===== config.mk =====
export PLATFORM = sky130hd
export DESIGN_NAME = matrix_data_writer
export DESIGN_NICKNAME = d
export VERILOG_FILES = /design/src/rtl/matrix_data_writer.sv
export SDC_FILE = /design/constraint.sdc
export NUM_CORES = 1
export LEC_CHECK = 0
export ABC_AREA = 1
export CAP_MARGIN = 25
export CELL_PAD_IN_SITES_DETAIL_PLACEMENT = 0
export CELL_PAD_IN_SITES_GLOBAL_PLACEMENT = 1
export CORE_MARGIN = 2
export CORE_UTILIZATION = 43
export CTS_CLUSTER_DIAMETER = 150
export DETAILED_ROUTE_END_ITERATION = 10
export PLACE_DENSITY_LB_ADDON = 0.1
export REMOVE_ABC_BUFFERS = 1
export SYNTH_ARGS = -nofsm -noshare
export SYNTH_HDL_FRONTEND = slang
export SYNTH_SLANG_ARGS = --single-unit

===== constraint.sdc =====
create_clock -name clk -period 12.15 [get_ports clk]
set_input_delay 2.43 -clock clk [delete_from_list [all_inputs] [get_ports clk]]
set_output_delay 2.43 -clock clk [all_outputs]
set_load 0.01 [all_outputs]

===== src/rtl/matrix_data_writer.sv =====
// Writes a row-major element stream into RAM as a rows x cols matrix, either
// row-major or transposed, behind a single registered write port.
module matrix_data_writer #(
  parameter int DATA_W = 32,
  parameter int ADDR_W = 11,
  parameter int DIM_W  = 5
) (
  input  logic                     clk,
  input  logic                     rst_n,
  input  logic                     start,
  input  logic                     abort,
  input  logic [ADDR_W-1:0]        base_addr,
  input  logic [DIM_W-1:0]         rows,
  input  logic [DIM_W-1:0]         cols,
  input  logic                     col_major,
  input  logic signed [DATA_W-1:0] in_data,
  input  logic                     in_valid,
  output logic                     in_ready,
  output logic                     ram_wr_en,
  output logic [ADDR_W-1:0]        ram_wr_addr,
  output logic [DATA_W-1:0]        ram_wr_data,
  input  logic                     ram_wr_ready,
  output logic [ADDR_W-1:0]        write_count,
  output logic                     busy,
  output logic                     done,
  output logic                     cfg_err,
  output logic                     overflow_err
);

  typedef enum logic [1:0] {IDLE, WRITE, DONE, ERROR} state_t;
  state_t st, st_nxt;

  logic [ADDR_W-1:0] base_q, total_q, acc_cnt, cm_off, beat_addr;
  logic [DIM_W-1:0]  rows_q, cols_q, r_idx, c_idx;
  logic              cm_q, cfg_ok, can_start, accept, wr_fire, last_wr;

  assign cfg_ok    = (rows != '0) && (cols != '0);
  assign can_start = start && !abort && (st != WRITE);
  assign accept    = in_valid && in_ready;
  assign wr_fire   = ram_wr_en && ram_wr_ready;
  assign last_wr   = (st == WRITE) && wr_fire && ((write_count + 1'b1) == total_q);

  // Row-major offset is just the beat index; transposed uses c*rows + r.
  assign cm_off    = ADDR_W'(c_idx) * ADDR_W'(rows_q) + ADDR_W'(r_idx);
  assign beat_addr = base_q + (cm_q ? cm_off : acc_cnt);

  always_ff @(posedge clk or negedge rst_n)
    if (!rst_n) st <= IDLE;
    else        st <= st_nxt;

  always_comb begin
    st_nxt = st;
    if (abort) st_nxt = IDLE;
    else case (st)
      WRITE:   if (last_wr) st_nxt = DONE;
      default: if (start)   st_nxt = cfg_ok ? WRITE : ERROR;
    endcase
  end

  always_comb begin
    busy     = (st == WRITE);
    done     = (st == DONE);
    in_ready = (st == WRITE) && (acc_cnt < total_q) && (!ram_wr_en || ram_wr_ready);
  end

  always_ff @(posedge clk or negedge rst_n)
    if (!rst_n) begin
      ram_wr_en    <= 1'b0;
      ram_wr_addr  <= '0;
      ram_wr_data  <= '0;
      write_count  <= '0;
      acc_cnt      <= '0;
      cfg_err      <= 1'b0;
      overflow_err <= 1'b0;
      base_q       <= '0;
      total_q      <= '0;
      rows_q       <= '0;
      cols_q       <= '0;
      r_idx        <= '0;
      c_idx        <= '0;
      cm_q         <= 1'b0;
    end else begin
      if (wr_fire) write_count <= write_count + 1'b1;

      // Output register: load on accept, hold until the RAM takes it.
      if (abort)
        ram_wr_en <= 1'b0;
      else if (accept) begin
        ram_wr_en   <= 1'b1;
        ram_wr_addr <= beat_addr;
        ram_wr_data <= in_data;
        acc_cnt     <= acc_cnt + 1'b1;
        if (c_idx == cols_q - 1'b1) begin
          c_idx <= '0;
          r_idx <= r_idx + 1'b1;
        end else
          c_idx <= c_idx + 1'b1;
      end else if (ram_wr_ready)
        ram_wr_en <= 1'b0;

      if (st == DONE && in_valid) overflow_err <= 1'b1;

      if (can_start) begin
        cfg_err <= !cfg_ok;
        if (cfg_ok) begin
          base_q       <= base_addr;
          rows_q       <= rows;
          cols_q       <= cols;
          cm_q         <= col_major;
          total_q      <= ADDR_W'(rows) * ADDR_W'(cols);
          write_count  <= '0;
          acc_cnt      <= '0;
          r_idx        <= '0;
          c_idx        <= '0;
          overflow_err <= 1'b0;
        end
      end
    end

endmodule


; Yosys cells after proc, flatten, opt, wreduce, memory -nomap -nowiden
; Index checks and enable logic that the tools add are counted.
[totals]
ff_bits = 112
latch_bits = 0
mem_bits_rw = 0
mem_bits_ro = 0
input_bits = 60
output_inout_bits = 60
n_memories = 0
[classes]
n_addsub = 7
multipliers = 2
div_mod_pow = 0
n_lt_le_gt_ge = 1
n_eq_ne = 6
n_shift = 0
mux = 29
bitwise = 1
reduce_logical = 21
[ops]
columns = cell, count
row1 = $mux 11, 8
row2 = $mux 5, 10
row3 = $add 11x1->11 const B, 2
row4 = $mul 5x5->10, 2
row5 = $add 10x5->11, 1
row6 = $add 11x11->11, 1
row7 = $eq 11x10->1, 1
row8 = $lt 11x10->1, 1
row9 = $add 5x1->5 const B, 2
row10 = $logic_and 1x1->1, 10
row11 = $mux 2, 5
row12 = $reduce_bool 5->1, 2
row13 = $mux 1, 6
row14 = $reduce_and 2->1, 3
row15 = $reduce_bool 3->1, 2
row16 = $eq 5x5->1, 1
row17 = $sub 5x1->5 const B, 1
row18 = $logic_not 1->1, 3
row19 = $ne 3x2->1 const B, 1
row20 = $eq 2x1->1 const B, 1
row21 = $eq 2x2->1 const B, 1
row22 = $ne 2x1->1 const B, 1
row23 = $logic_or 1x1->1, 1
row24 = $not 1->1, 1

; Depth between registers and ports, before layout
; Gate-level depths: netlist (run 1).
[depth]
ltp_word = 8
mapped_depth = 27

; Least setup slack after synthesis (run 1)
; OpenSTA, ideal clock, no wires.
[synth_path]
path_type = input to output
startpoint = input ram_wr_ready
endpoint = output in_ready
t_arrival_ps = 2953
setup_slack_ps = 6767
path_stages = 6
path_buffers = 0
cell_sequence = nor2_1 > nor2_1 > nand4_1 > nor2_2 > nand2_1 > inv_1
[synth_via]
elab_chain_len = 2
[synth_lines]
columns = item, line_no
row1 = "start, declared", 22  ; input logic ram_wr_ready,
row2 = $logic_or 1x1->1, 63  ; in_ready = (st == WRITE) && (acc_cnt < total_q) && (!ram_wr_en || ram_wr_ready);
row3 = $logic_and 1x1->1, 63
row4 = "end, declared", 18  ; output logic in_ready,
; No other way between the ends.

; Worst setup path in the final report (run 1)
; Ends and elaborated chain as after synthesis.

==> impl_results.html, run 1 <==
<table>
<tr><th>Metric</th><th>Value</th></tr>
<tr><th colspan="2">Run status</th></tr>
<tr><td>Status</td><td>finished clean</td></tr>
<tr><th colspan="2">Setup path</th></tr>
<tr><td>Worst setup SP type</td><td>input pin</td></tr>
<tr><td>Ordered list of cells on the worst path</td><td>clkdlybuf4s50_1 -&gt; nor2_1 -&gt; nor2_1 -&gt; nand4_1 -&gt; nor2_2 -&gt; nand2_1 -&gt; inv_1 -&gt; clkdlybuf4s50_1</td></tr>
<tr><td>CP peak stage delay</td><td>520 ps</td></tr>
<tr><td>Critical path endpoint category</td><td>output pin</td></tr>
<tr><td>Critical Setup Path Class</td><td>input pin to output pin</td></tr>
<tr><td>Buffer and inverter count on the worst path</td><td>3</td></tr>
<tr><td>Critical path peak fanout</td><td>2</td></tr>
<tr><td>R2R cell count</td><td>23</td></tr>
<tr><td>Slowest-stage cell, CP</td><td>sky130_fd_sc_hd__clkdlybuf4s50_1</td></tr>
<tr><td>Data arrival time of the critical path</td><td>just over 4000 ps</td></tr>
<tr><td>Critical path data required time</td><td>9720 ps</td></tr>
<tr><td>Number of cells on the critical path</td><td>8</td></tr>
<tr><td>Kind of cell adding the most delay to the critical path</td><td>buffers and inverters</td></tr>
<tr><th colspan="2">Routing</th></tr>
<tr><td>Post-detailed-route via-to-cell ratio</td><td>approximately 4.8</td></tr>
<tr><td>Post-Route WL</td><td>18.59 mm</td></tr>
<tr><td>Average wire length per cell after detail routing</td><td>13.89 um</td></tr>
<tr><td>Number of optimization iterations in the first detailed-route pass</td><td>5</td></tr>
<tr><td>DRC violations left</td><td>0</td></tr>
<tr><td>Vias post-DR</td><td>6,409</td></tr>
<tr><td>Number of DRC markers in iteration 0</td><td>280</td></tr>
<tr><td>DRT antenna net count</td><td>0</td></tr>
<tr><th colspan="2">Power and ir drop</th></tr>
<tr><td>Proportion of power drawn by combinational gates</td><td>37.9%</td></tr>
<tr><td>Static leakage</td><td>4.924 nW</td></tr>
<tr><td>Fraction of power spent switching nets</td><td>36.48%</td></tr>
<tr><td>Internal power of the cells</td><td>0.8750 mW</td></tr>
<tr><td>P_sw</td><td>approximately 0.50 mW</td></tr>
<tr><td>Reg power frac</td><td>~40%</td></tr>
<tr><td>P per Cell Area</td><td>148.7 nW/um2</td></tr>
<tr><td>Relative contribution of the clock network to total power</td><td>21.9%</td></tr>
<tr><td>Overall power consumption</td><td>1.378 mW</td></tr>
<tr><td>Worst VDD drop</td><td>0.08972 mV</td></tr>
<tr><th colspan="2">STA</th></tr>
<tr><td>Post-layout minimum cycle time</td><td>6515 ps</td></tr>
<tr><td>Total negative slack for setup checks</td><td>0 ps</td></tr>
<tr><td>Total count of max-transition violations in the final report</td><td>0</td></tr>
<tr><td>Worst Tran Pin Value</td><td>roughly 920 ps</td></tr>
<tr><td>Endpoints failing setup</td><td>0</td></tr>
<tr><td>Share of the clock period used by the worst path</td><td>between 50% and 60%</td></tr>
<tr><td>Max Clk Rate</td><td>153.5 MHz</td></tr>
<tr><td>Hold violation total from the final report</td><td>0</td></tr>
<tr><td>Rel. slew slack</td><td>between 30% and 40%</td></tr>
<tr><td>Setup repair after global routing missed its margin</td><td>no</td></tr>
<tr><td>Worst Clk Skew</td><td>12.65 ps</td></tr>
<tr><th colspan="2">Layout</th></tr>
<tr><td>Number of fillers in the final layout</td><td>1,706</td></tr>
<tr><td># diodes</td><td>0</td></tr>
<tr><td>Post-route standard cell area excluding fillers</td><td>9266 um2</td></tr>
<tr><td>Fraction of final layout cells sized beyond drive strength 1</td><td>2.875%</td></tr>
<tr><td>Final cell count without fillers</td><td>1,338</td></tr>
<tr><td>Area delta synth-&gt;final</td><td>21.27%</td></tr>
<tr><td>Final-stage net count</td><td>1,256</td></tr>
<tr><th colspan="2">Clocking</th></tr>
<tr><td>Worst-skew pair later-pin latency</td><td>360 ps</td></tr>
<tr><td>CTS tree</td><td>yes</td></tr>
<tr><td>Buffers inserted by post-CTS timing repair</td><td>0</td></tr>
<tr><td>Clock root buffer</td><td>sky130_fd_sc_hd__clkbuf_16</td></tr>
<tr><td>Hold-fix buffers at CTS</td><td>0</td></tr>
<tr><td>Max clock buf depth</td><td>2</td></tr>
<tr><td>Total number of clock tree sinks</td><td>112</td></tr>
<tr><td>Post-CTS Resized</td><td>0</td></tr>
<tr><td>Total clock buffers created by CTS</td><td>9</td></tr>
<tr><td>Clk pin slew, worst setup/hold paths</td><td>80 ps</td></tr>
<tr><td>Deepest level of the CTS H-tree</td><td>3</td></tr>
<tr><th colspan="2">Synthesis</th></tr>
<tr><td>Cell accounting for the most synthesized area</td><td>sky130_fd_sc_hd__dfrtp_1</td></tr>
<tr><td>Predominant post-synthesis flop cell</td><td>sky130_fd_sc_hd__dfrtp_1</td></tr>
<tr><td>Synth top area share</td><td>36.68%</td></tr>
<tr><td>Mean instance size in the synthesized netlist</td><td>around 7.6 um2</td></tr>
<tr><td>Library cells used by synthesis</td><td>37</td></tr>
<tr><td>Synth Instances</td><td>1,005</td></tr>
<tr><td>Yosys warns</td><td>0</td></tr>
<tr><td>Most frequently used cell type in the post-synthesis netlist</td><td>sky130_fd_sc_hd__nand2_1</td></tr>
<tr><td>#FFs+latches synth</td><td>112</td></tr>
<tr><td>Synth top cells by count</td><td>350 x sky130_fd_sc_hd__nand2_1, 138 x sky130_fd_sc_hd__inv_1, 112 x sky130_fd_sc_hd__dfrtp_1</td></tr>
<tr><td>Netlist area before placement</td><td>approximately 7600 um2</td></tr>
<tr><td>Proportion of synthesized chip area in sequential cells</td><td>36.68%</td></tr>
<tr><td>Post-synth EDFFs</td><td>0</td></tr>
<tr><td>Proportion of synthesized flip-flops having asynchronous set or reset</td><td>100.0%</td></tr>
<tr><td>Cell types with the largest area share after synthesis</td><td>sky130_fd_sc_hd__dfrtp_1 37%, sky130_fd_sc_hd__nand2_1 17%, sky130_fd_sc_hd__ha_1 10%</td></tr>
<tr><th colspan="2">Hold path</th></tr>
<tr><td>Worst min path class</td><td>flip-flop to flip-flop</td></tr>
<tr><td>Worst Hold Path Cells</td><td>2</td></tr>
<tr><th colspan="2">Job</th></tr>
<tr><td>Max cap viols</td><td>0</td></tr>
<tr><th colspan="2">Place</th></tr>
<tr><td>Cell area after placement</td><td>8975 um2</td></tr>
<tr><td>Detailed placer's ending HPWL</td><td>between 10 and 15 mm</td></tr>
<tr><td>Number of port buffers</td><td>around 120</td></tr>
<tr><td>Dpl cells</td><td>approximately 1,300</td></tr>
<tr><td>Final RePlAce weighted congestion</td><td>0.8382</td></tr>
<tr><th colspan="2">Floorplanning</th></tr>
<tr><td>Vertical die dimension</td><td>between 100 and 150 um</td></tr>
<tr><td>Boundary pin count</td><td>120</td></tr>
<tr><td>Standard-cell rows</td><td>48</td></tr>
<tr><td>Die ar.</td><td>18,850 um2</td></tr>
<tr><td>Starting Density</td><td>44.02%</td></tr>
<tr><td>Die width</td><td>~140 um</td></tr>
<tr><td>Core Footprint</td><td>17,360 um2</td></tr>
<tr><th colspan="2">Global route</th></tr>
<tr><td>First-pass GRT wire length</td><td>30.26 mm</td></tr>
<tr><td>Initial antenna violation count</td><td>0</td></tr>
<tr><td>Largest net degree at the start of global routing</td><td>67</td></tr>
<tr><td>Via count of the first global-routing pass</td><td>around 6,000</td></tr>
<tr><td>Global routing's busiest layer</td><td>met2</td></tr>
<tr><td>GR Layer Usage met3</td><td>2.796%</td></tr>
<tr><td>Overall fraction of global-route tracks in use</td><td>20.51%</td></tr>
<tr><td>Routing usage on met2</td><td>32.59%</td></tr>
<tr><td>Overflow left after global routing</td><td>0</td></tr>
<tr><td>Met1 track demand over resource</td><td>29.47%</td></tr>
</table>
-- power by group through the flow --
stage,Sequential [mW],Combinational (mW),Clock (mW)
after global placement,0.559,0.522,0
after floorplan,0.580,0.242,0
final,0.554,0.521,0.302
after CTS,0.555,0.530,0.310
after detailed placement,0.561,0.527,0
after global routing,0.569,0.589,0.325
-- layer usage --
layer | vias up | wire length, um
met2 | 85 | 8576
met3 | 11 | 527
li1 | 3382 | -
met4 | 0 | 197
met1 | 2931 | 9290
met5 | - | 0
-- worst register-to-register path, delay by kind of cell, from the launching register on --
| kind | cells | cell delay [ps] |
|---|---|---|
| flip-flops | 1 | 560 |
| AND/OR/NAND/NOR | 11 | 800 |
| buffers and inverters | 2 | 130 |
| adder cells (fa/ha/maj) | 5 | 2240 |
| AO/OA/AOI/OAI | 5 | 1040 |
-- cell families after synthesis --
family          after synthesis  synth area share (%)
compound gates              118                 8.351
simple gates                493                 26.53
flops                       112                 36.68
fa+ha+maj                    88                 16.77
buf+inv                     172                 9.153
xor+xnor                     22                 2.522
-- path summary, 6_finish.rpt --
path | from | end | slack [ps]
setup reg to reg | c_idx[1] | ram_wr_addr[10] | 7300
hold reg to reg | ram_wr_data[0] | ram_wr_data[0] | 470
max in group asynchronous | rst_n | r_idx[0] | 8770
hold / removal | ram_wr_data[0] | ram_wr_data[0] | 470
min in group asynchronous | rst_n | write_count[4] | 2070
setup / recovery | ram_wr_ready | in_ready | 5630
-- per-stage QoR --
step / setup WS, ps / hold WS, ps / utilization (%)
after global placement: 5632 / 452.2 / 51.71
final: 5635 / 471.8 / 53.39
after floorplan: 6767 / 448.3 / -
after detailed placement: 5611 / 457.3 / 51.71
after global routing: 5489 / 492.6 / 53.39
after CTS: 5613 / 478.7 / 53.39
-- state kept, by name (all words and copies together) (netlist names) --
| name | flops |
|---|---|
| acc_cnt | 11 |
| base_q | 11 |
| c_idx | 5 |
| cfg_err | 1 |
| cm_q | 1 |
| cols_q | 5 |
| overflow_err | 1 |
| r_idx | 5 |
| ram_wr_addr | 11 |
| ram_wr_data | 32 |
| ram_wr_en | 1 |
| rows_q | 5 |
| st | 2 |
| total_q | 10 |
| write_count | 11 |
-- cell type report --
| cell class | count | area, um2 | area share (%) |
|---|---|---|---|
| clock buffer | 10 | 229.0 | 2.471 |
| clock inverter | 6 | 62.56 | 0.6751 |
| inverter | 142 | 533.0 | 5.752 |
| multi-input combinational | 721 | 4146 | 44.75 |
| sequential | 112 | 2803 | 30.25 |
| tap | 225 | 281.5 | 3.038 |
| timing repair buffer | 122 | 1211 | 13.07 |
-- layout by cell type (no fill, tap or decap), types with 4 or more instances in the layout --
cell type,count
sky130_fd_sc_hd__fa_1,24
sky130_fd_sc_hd__buf_4,4
sky130_fd_sc_hd__nand4_1,16
sky130_fd_sc_hd__nand2_1,350
sky130_fd_sc_hd__dfrtp_1,112
sky130_fd_sc_hd__nand3_1,46
sky130_fd_sc_hd__inv_2,4
sky130_fd_sc_hd__inv_1,138
sky130_fd_sc_hd__xor2_1,15
sky130_fd_sc_hd__o211ai_1,7
sky130_fd_sc_hd__xnor2_1,7
sky130_fd_sc_hd__clkbuf_16,9
sky130_fd_sc_hd__clkdlybuf4s50_1,118
sky130_fd_sc_hd__nor2_1,52
sky130_fd_sc_hd__o21ai_0,47
sky130_fd_sc_hd__o21ai_1,5
sky130_fd_sc_hd__a21oi_1,44
sky130_fd_sc_hd__ha_1,64
sky130_fd_sc_hd__nor3_1,15
sky130_fd_sc_hd__o22ai_1,4
Note: power is estimated with default switching activity, not from simulation.
==> run 2, diff against run 1 <==
- CORE_UTILIZATION: 43 -> 36
- clock period: 12.15 -> 5.9 ns (I/O delays scaled with it)
==> impl_results.html, run 2 (synthesis gave the netlist of run 1 again) <==
<table>
<tr><th>Metric</th><th>Value</th></tr>
<tr><th colspan="2">Run status</th></tr>
<tr><td>Status</td><td>finished clean</td></tr>
<tr><th colspan="2">Clocking</th></tr>
<tr><td>Total number of clock tree sinks</td><td>112 (unchanged)</td></tr>
<tr><td>Clock root buffer</td><td>sky130_fd_sc_hd__clkbuf_16</td></tr>
<tr><td>Buffers inserted by post-CTS timing repair</td><td>0 (unchanged)</td></tr>
<tr><td>Worst-skew pair later-pin latency</td><td>360 ps (about the same)</td></tr>
<tr><td>CTS tree</td><td>yes</td></tr>
<tr><td>Max clock buf depth</td><td>2 (unchanged)</td></tr>
<tr><td>Clk pin slew, worst setup/hold paths</td><td>90 ps (about the same)</td></tr>
<tr><td>Deepest level of the CTS H-tree</td><td>3 (unchanged)</td></tr>
<tr><td>Hold-fix buffers at CTS</td><td>0 (unchanged)</td></tr>
<tr><td>Post-CTS Resized</td><td>0 (unchanged)</td></tr>
<tr><td>Total clock buffers created by CTS</td><td>9 (unchanged)</td></tr>
<tr><th colspan="2">STA</th></tr>
<tr><td>Share of the clock period used by the worst path</td><td>80.41%</td></tr>
<tr><td>Worst Tran Pin Value</td><td>974.1 ps (+52.81 ps)</td></tr>
<tr><td>Rel. slew slack</td><td>34.96% (-3.5 points)</td></tr>
<tr><td>Worst path setup slack after routing</td><td>1156 ps (-4479 ps)</td></tr>
<tr><td>Setup repair after global routing missed its margin</td><td>no</td></tr>
<tr><td>Post-layout minimum cycle time</td><td>4744 ps</td></tr>
<tr><td>Max Clk Rate</td><td>210.8 MHz</td></tr>
<tr><td>Total count of max-transition violations in the final report</td><td>0 (unchanged)</td></tr>
<tr><td>Worst Clk Skew</td><td>11.69 ps (-0.9557 ps)</td></tr>
<tr><td>Endpoints failing setup</td><td>0 (unchanged)</td></tr>
<tr><td>Total negative slack for setup checks</td><td>0 ps (unchanged)</td></tr>
<tr><td>Hold violation total from the final report</td><td>0 (unchanged)</td></tr>
<tr><th colspan="2">Job</th></tr>
<tr><td>Max cap viols</td><td>0 (unchanged)</td></tr>
<tr><th colspan="2">Layout</th></tr>
<tr><td>Number of flip-flops under the largest register name</td><td>32 (unchanged)</td></tr>
<tr><td>Final cell count without fillers</td><td>1,388 (+3.7%)</td></tr>
<tr><td>Number of fillers in the final layout</td><td>2,186 (+28%)</td></tr>
<tr><td>Area taken by flip-flops and latches</td><td>2803 um2 (unchanged)</td></tr>
<tr><td>Fraction of final layout cells sized beyond drive strength 1</td><td>2.965% (+0.090 points)</td></tr>
<tr><td>Area occupied by multi-input gates</td><td>4146 um2 (unchanged)</td></tr>
<tr><td>Final-stage net count</td><td>1,256 (unchanged)</td></tr>
<tr><td># diodes</td><td>0 (unchanged)</td></tr>
<tr><td>Leading cell types in the layout, fill and taps excluded</td><td>350 x sky130_fd_sc_hd__nand2_1, 138 x sky130_fd_sc_hd__inv_1, 118 x sky130_fd_sc_hd__clkdlybuf4s50_1</td></tr>
<tr><td>Area delta synth-&gt;final</td><td>22.02%</td></tr>
<tr><td>Commonest non-fill, non-tap cell in the layout</td><td>sky130_fd_sc_hd__nand2_1</td></tr>
<tr><td>Final core utilization</td><td>44.49% (-8.9 points)</td></tr>
<tr><td>Largest register by flop count</td><td>ram_wr_data</td></tr>
<tr><th colspan="2">Power and ir drop</th></tr>
<tr><td>P per Cell Area</td><td>303.8 nW/um2 (+100%)</td></tr>
<tr><td>Static leakage</td><td>4.926 nW (about the same)</td></tr>
<tr><td>Worst VDD drop</td><td>0.1562 mV (+74%)</td></tr>
<tr><th colspan="2">Routing</th></tr>
<tr><td>Vias post-DR</td><td>6,493 (+1.3%)</td></tr>
<tr><td>DRT antenna net count</td><td>0 (unchanged)</td></tr>
<tr><td>Average wire length per cell after detail routing</td><td>14.04 um (+1.1%)</td></tr>
<tr><td>Number of DRC markers in iteration 0</td><td>295 (+5.4%)</td></tr>
<tr><td>DRC violations left</td><td>0 (unchanged)</td></tr>
<tr><td>Post-Route WL</td><td>19.49 mm (+4.8%)</td></tr>
<tr><td>Post-detailed-route via-to-cell ratio</td><td>4.678 (-2.3%)</td></tr>
<tr><td>Number of optimization iterations in the first detailed-route pass</td><td>6 (+1)</td></tr>
<tr><th colspan="2">Floorplanning</th></tr>
<tr><td>Boundary pin count</td><td>120 (unchanged)</td></tr>
<tr><td>Die width</td><td>149.7 um (+9.0%)</td></tr>
<tr><td>Starting Density</td><td>36.46% (-7.6 points)</td></tr>
<tr><td>Die ar.</td><td>22,410 um2 (+19%)</td></tr>
<tr><td>Standard-cell rows</td><td>53 (+10%)</td></tr>
<tr><td>Core Footprint</td><td>20,960 um2 (+21%)</td></tr>
<tr><td>Vertical die dimension</td><td>149.7 um (+9.0%)</td></tr>
<tr><th colspan="2">Setup path</th></tr>
<tr><td>Critical path peak fanout</td><td>9 (+7)</td></tr>
<tr><td>Worst setup SP type</td><td>flip-flop</td></tr>
<tr><td>Critical path endpoint category</td><td>flip-flop</td></tr>
<tr><td>Data arrival time of the critical path</td><td>5000 ps (+910 ps)</td></tr>
<tr><td>Critical Setup Path Class</td><td>flip-flop to flip-flop</td></tr>
<tr><td>Critical path data required time</td><td>6160 ps (-3560 ps)</td></tr>
<tr><th colspan="2">Global route</th></tr>
<tr><td>Largest net degree at the start of global routing</td><td>65 (-3.0%)</td></tr>
<tr><td>Overflow left after global routing</td><td>0 (unchanged)</td></tr>
<tr><td>Overall fraction of global-route tracks in use</td><td>18.20% (-2.3 points)</td></tr>
<tr><td>Initial antenna violation count</td><td>0 (unchanged)</td></tr>
<tr><td>Via count of the first global-routing pass</td><td>6,227 (+3.8%)</td></tr>
<tr><td>First-pass GRT wire length</td><td>32.24 mm (+6.5%)</td></tr>
<tr><th colspan="2">Place</th></tr>
<tr><td>Worst setup slack before clock tree synthesis</td><td>1015 ps (-4596 ps)</td></tr>
<tr><td>Detailed placer's ending HPWL</td><td>14.28 mm (+4.6%)</td></tr>
<tr><td>Final RePlAce weighted congestion</td><td>0.8124 (-3.1%)</td></tr>
<tr><td>Number of port buffers</td><td>119 (unchanged)</td></tr>
<tr><td>Dpl cells</td><td>1,372 (+3.8%)</td></tr>
<tr><th colspan="2">Hold path</th></tr>
<tr><td>Worst min path class</td><td>flip-flop to flip-flop</td></tr>
</table>
run 2: worst max-delay path, stage by stage (launching register included):
cell and delay, ps:
sky130_fd_sc_hd__dfrtp_1 530, sky130_fd_sc_hd__nand2_1 130, sky130_fd_sc_hd__fa_1 520, sky130_fd_sc_hd__fa_1 520, sky130_fd_sc_hd__fa_1 540, sky130_fd_sc_hd__inv_1 40
sky130_fd_sc_hd__ha_1 340, sky130_fd_sc_hd__a21o_1 190, sky130_fd_sc_hd__a31oi_1 200, sky130_fd_sc_hd__inv_1 80, sky130_fd_sc_hd__nand2_1 90, sky130_fd_sc_hd__nand2_1 50
sky130_fd_sc_hd__nand2_1 50, sky130_fd_sc_hd__nand2_1 60, sky130_fd_sc_hd__nand2_1 60, sky130_fd_sc_hd__nand2_1 50, sky130_fd_sc_hd__o22ai_1 200, sky130_fd_sc_hd__ha_1 300
sky130_fd_sc_hd__a21o_1 210, sky130_fd_sc_hd__nand3_1 60, sky130_fd_sc_hd__nand4_1 130, sky130_fd_sc_hd__a21o_1 170, sky130_fd_sc_hd__nand3_1 60, sky130_fd_sc_hd__nand2_1 60
run 2: cell type report:
class | instances | area share [%]
multi-input cells | 721 | 44.47
flip-flops and latches | 112 | 30.06
repair buffers | 122 | 12.99
inverters | 142 | 5.717
well taps | 275 | 3.690
clock buffers | 9 | 2.415
clock inverters | 7 | 0.6575
run 2: metrics by stage:
stage	power (mW)	instance area [um2]	hold slack, ps
final	2.833	9324	473.6
after global routing	3.064	9324	496.1
after CTS	2.876	9324	477.5
after detailed placement	2.241	9037	458.0
after global placement	2.236	9037	452.9
after floorplan	1.694	7475	448.3
run 2: worst paths after layout:
path,from,endpoint,slack (ps),cells past startpoint
worst max-delay path,c_idx[0],ram_wr_addr[10],1160,23
worst min register to register,ram_wr_data[17],ram_wr_data[17],470,2
worst min-delay path,ram_wr_data[17],ram_wr_data[17],470,2
max in group asynchronous,rst_n,cols_q[1],3780,2
min in group asynchronous,rst_n,ram_wr_data[30],900,1
worst max register to register,c_idx[0],ram_wr_addr[10],1160,23
run 2: where the power goes:
part | leakage, nW | total (mW) | switching [mW] | internal [mW]
Clock | 0.143 | 0.624 | 0.328 | 0.296
Sequential | 1.45 | 1.14 | 0.162 | 0.976
Combinational | 3.34 | 1.07 | 0.543 | 0.527
run 2: layer usage:
metal / vias up / GRT usage, % / part of all wire, % / routed length (um)
met1: 2994 / 25.60 / 50 / 9704
li1: 3384 / - / - / -
met5: - / 0 / 0 / 0
met2: 100 / 29.70 / 46 / 9042
met3: 15 / 2.287 / 2.6 / 516
met4: 0 / 4.764 / 1.2 / 228
==> run 3, diff against run 2 <==
- CORE_UTILIZATION: 36 -> 40
- clock period: 5.9 -> 4.7 ns (I/O delays scaled with it)
==> impl_results.html, run 3 (synthesis gave the netlist of run 1 again) <==
<table>
<tr><th>Metric</th><th>Value</th></tr>
<tr><th colspan="2">Routing</th></tr>
<tr><td>Number of optimization iterations in the first detailed-route pass</td><td>7 (+1)</td></tr>
<tr><td>Post-Route WL</td><td>19.36 mm (-0.66%)</td></tr>
<tr><td>Post-detailed-route via-to-cell ratio</td><td>4.826 (+3.2%)</td></tr>
<tr><td>Number of DRC markers in iteration 0</td><td>294 (-0.34%)</td></tr>
<tr><td>DRC violations left</td><td>0 (unchanged)</td></tr>
<tr><td>DRT antenna net count</td><td>0 (unchanged)</td></tr>
<tr><td>Vias post-DR</td><td>6,597 (+1.6%)</td></tr>
<tr><td>Average wire length per cell after detail routing</td><td>14.16 um (+0.86%)</td></tr>
<tr><th colspan="2">STA</th></tr>
<tr><td>Total count of max-transition violations in the final report</td><td>0 (unchanged)</td></tr>
<tr><td>Post-layout minimum cycle time</td><td>4464 ps (-280.6 ps)</td></tr>
<tr><td>Rel. slew slack</td><td>42.37% (+7.4 points)</td></tr>
<tr><td>Worst Tran Pin Value</td><td>853.3 ps (-120.8 ps)</td></tr>
<tr><td>Worst path setup slack after routing</td><td>236.4 ps (-919.4 ps)</td></tr>
<tr><td>Worst Clk Skew</td><td>9.043 ps (-2.647 ps)</td></tr>
<tr><td>Max Clk Rate</td><td>224.0 MHz (+6.3%)</td></tr>
<tr><td>Hold violation total from the final report</td><td>0 (unchanged)</td></tr>
<tr><td>Endpoints failing setup</td><td>0 (unchanged)</td></tr>
<tr><td>Share of the clock period used by the worst path</td><td>94.97% (+15 points)</td></tr>
<tr><th colspan="2">Layout</th></tr>
<tr><td>Largest register by flop count</td><td>ram_wr_data</td></tr>
<tr><td>Commonest non-fill, non-tap cell in the layout</td><td>sky130_fd_sc_hd__nand2_1</td></tr>
<tr><td>Final-stage net count</td><td>1,276 (+1.6%)</td></tr>
<tr><td>Number of flip-flops under the largest register name</td><td>32 (unchanged)</td></tr>
<tr><td>Fraction of final layout cells sized beyond drive strength 1</td><td>6.443% (+3.5 points)</td></tr>
<tr><td>Leading cell types in the layout, fill and taps excluded</td><td>346 x sky130_fd_sc_hd__nand2_1, 138 x sky130_fd_sc_hd__inv_1, 118 x sky130_fd_sc_hd__clkdlybuf4s50_1</td></tr>
<tr><td>Post-route standard cell area excluding fillers</td><td>9569 um2 (+2.6%)</td></tr>
<tr><td># diodes</td><td>0 (unchanged)</td></tr>
<tr><td>Area delta synth-&gt;final</td><td>25.23%</td></tr>
<tr><th colspan="2">Clocking</th></tr>
<tr><td>Worst-skew pair later-pin latency</td><td>370 ps (about the same)</td></tr>
<tr><td>Total number of clock tree sinks</td><td>112 (unchanged)</td></tr>
<tr><td>CTS tree</td><td>yes</td></tr>
<tr><td>Clk pin slew, worst setup/hold paths</td><td>80 ps (about the same)</td></tr>
<tr><td>Clock root buffer</td><td>sky130_fd_sc_hd__clkbuf_16</td></tr>
<tr><td>Deepest level of the CTS H-tree</td><td>3 (unchanged)</td></tr>
<tr><td>Max clock buf depth</td><td>2 (unchanged)</td></tr>
<tr><td>Total clock buffers created by CTS</td><td>9 (unchanged)</td></tr>
<tr><th colspan="2">Place</th></tr>
<tr><td>Cell area after placement</td><td>9096 um2 (+0.65%)</td></tr>
<tr><td>Final RePlAce weighted congestion</td><td>0.8591 (+5.7%)</td></tr>
<tr><td>Number of port buffers</td><td>119 (unchanged)</td></tr>
<tr><td>Worst setup slack before clock tree synthesis</td><td>101.4 ps (-913.3 ps)</td></tr>
<tr><td>Detailed placer's ending HPWL</td><td>14.32 mm (+0.30%)</td></tr>
<tr><th colspan="2">Setup path</th></tr>
<tr><td>Data arrival time of the critical path</td><td>4720 ps (-280 ps)</td></tr>
<tr><td>Critical path data required time</td><td>4950 ps (-1210 ps)</td></tr>
<tr><td>Ordered list of cells on the worst path</td><td>nand2_2 -&gt; fa_1 -&gt; fa_1 -&gt; fa_1 -&gt; inv_1 -&gt; ha_4 -&gt; a21o_1 -&gt; a31oi_2 -&gt; inv_1 -&gt; nand2_1 -&gt; nand2_1 -&gt; nand2_1 -&gt; nand2_1 -&gt; nand2_1 -&gt; nand2_2 -&gt; o22ai_4 -&gt; ha_4 -&gt; nand2_1 -&gt; a21oi_1 -&gt; a211oi_2 -&gt; nand3_1 -&gt; xor2_1 -&gt; nand2_1 -&gt; nand2_1</td></tr>
<tr><td>Critical path peak fanout</td><td>6 (-3)</td></tr>
<tr><td>Buffer and inverter count on the worst path</td><td>2 (unchanged)</td></tr>
<tr><td>Critical Setup Path Class</td><td>flip-flop to flip-flop</td></tr>
<tr><td>Worst setup SP type</td><td>flip-flop</td></tr>
<tr><td>Kind of cell adding the most delay to the critical path</td><td>adder cells</td></tr>
<tr><td>Critical path endpoint category</td><td>flip-flop</td></tr>
<tr><td>Most prevalent standard cell on the critical path</td><td>sky130_fd_sc_hd__nand2_1</td></tr>
<tr><td>CP peak stage delay</td><td>560 ps (+20 ps)</td></tr>
<tr><td>Slowest-stage cell, CP</td><td>sky130_fd_sc_hd__fa_1</td></tr>
<tr><th colspan="2">Floorplanning</th></tr>
<tr><td>Vertical die dimension</td><td>142.2 um (-5.0%)</td></tr>
<tr><td>Standard-cell rows</td><td>50 (-5.7%)</td></tr>
<tr><td>Core Footprint</td><td>18,710 um2 (-11%)</td></tr>
<tr><td>Boundary pin count</td><td>120 (unchanged)</td></tr>
<tr><td>Die ar.</td><td>20,220 um2 (-9.7%)</td></tr>
<tr><td>Starting Density</td><td>40.85% (+4.4 points)</td></tr>
<tr><td>Die width</td><td>142.2 um (-5.0%)</td></tr>
<tr><th colspan="2">Run status</th></tr>
<tr><td>Status</td><td>finished clean</td></tr>
<tr><th colspan="2">Global route</th></tr>
<tr><td>Largest net degree at the start of global routing</td><td>60 (-7.7%)</td></tr>
<tr><td>Initial antenna violation count</td><td>0 (unchanged)</td></tr>
<tr><td>Via count of the first global-routing pass</td><td>6,124 (-1.7%)</td></tr>
<tr><td>Overall fraction of global-route tracks in use</td><td>19.74% (+1.5 points)</td></tr>
<tr><td>Overflow left after global routing</td><td>0 (unchanged)</td></tr>
<tr><td>First-pass GRT wire length</td><td>31.72 mm (-1.6%)</td></tr>
<tr><th colspan="2">Power and ir drop</th></tr>
<tr><td>Worst VDD drop</td><td>0.1916 mV (+23%)</td></tr>
<tr><td>P per Cell Area</td><td>383.1 nW/um2 (+26%)</td></tr>
<tr><td>Static leakage</td><td>5.038 nW (+2.3%)</td></tr>
<tr><th colspan="2">Job</th></tr>
<tr><td>Max cap viols</td><td>0 (unchanged)</td></tr>
<tr><th colspan="2">Hold path</th></tr>
<tr><td>Worst min path class</td><td>flip-flop to flip-flop</td></tr>
</table>
run 3: changes by cell type in the layout (fill, tap and decap cells not counted), sizes merged:
cell | previous run | this run
inv | 145 | 144
buf | 4 | 24
clkinvlp | 0 | 1
clkinv | 4 | 3
bufinv | 0 | 1
run 3: cell type report:
cell class | instances | area [um2]
fill | 1873 | 9136
multi-input combinational | 721 | 4242
sequential | 112 | 2811
timing repair buffer | 142 | 1374
inverter | 142 | 533.0
tap | 234 | 292.8
clock buffer | 9 | 225.2
clock inverter | 7 | 91.34
run 3: timing repair:
action                     CTS  global route
hold buffers                 0             0
resized for setup            0            21
setup endpoints to repair    0             5
buffers inserted             0             7
run 3: metal layers:
layer  track usage (%)  vias to the layer above  wire, um
met5                 0                        -         0
met4             4.263                        0       260
met3             3.129                       18       641
met2             31.81                      118      9079
met1             28.15                     3035      9382
li1                  -                     3426         -
run 3: where the power goes:
part	leakage [nW]	internal [mW]	switching [mW]
sequential	1.44	1.23	0.198
clock	0.151	0.427	0.410
combinational	3.45	0.697	0.706
run 3: final timing paths:
path	start	to	slack (ps)	depth (start not counted)
min	ram_wr_data[15]	ram_wr_data[15]	470	2
max	c_idx[2]	ram_wr_addr[9]	240	24
max in group asynchronous	rst_n	c_idx[2]	3290	2
min reg2reg	ram_wr_data[15]	ram_wr_data[15]	470	2
max reg2reg	c_idx[2]	ram_wr_addr[9]	240	24
min in group asynchronous	rst_n	write_count[10]	600	1
run 3: worst reg2reg max path, stage by stage, from the launching register on:
cell,delay [ps]
sky130_fd_sc_hd__dfrtp_2,430
sky130_fd_sc_hd__nand2_2,70
sky130_fd_sc_hd__fa_1,560
sky130_fd_sc_hd__fa_1,450
sky130_fd_sc_hd__fa_1,510
sky130_fd_sc_hd__inv_1,70
sky130_fd_sc_hd__ha_4,260
sky130_fd_sc_hd__a21o_1,190
sky130_fd_sc_hd__a31oi_2,160
sky130_fd_sc_hd__inv_1,70
sky130_fd_sc_hd__nand2_1,70
sky130_fd_sc_hd__nand2_1,50
sky130_fd_sc_hd__nand2_1,50
sky130_fd_sc_hd__nand2_1,60
sky130_fd_sc_hd__nand2_1,70
sky130_fd_sc_hd__nand2_2,70
sky130_fd_sc_hd__o22ai_4,230
sky130_fd_sc_hd__ha_4,250
sky130_fd_sc_hd__nand2_1,80
sky130_fd_sc_hd__a21oi_1,60
sky130_fd_sc_hd__a211oi_2,210
sky130_fd_sc_hd__nand3_1,120
sky130_fd_sc_hd__xor2_1,150
sky130_fd_sc_hd__nand2_1,60
sky130_fd_sc_hd__nand2_1,50
run 3: through the flow:
stage	util [%]	TNS, ps	hold slack, ps	cells	power, mW
after floorplan	-	0	448.3	975	2.127
after global placement	48.63	0	452.9	1344	2.816
after detailed placement	48.63	0	458.1	1344	2.821
after CTS	50.32	0	477.8	1360	3.676
after global routing	51.16	-83.02	491.1	1367	3.946
final	51.16	0	470.4	1367	3.666
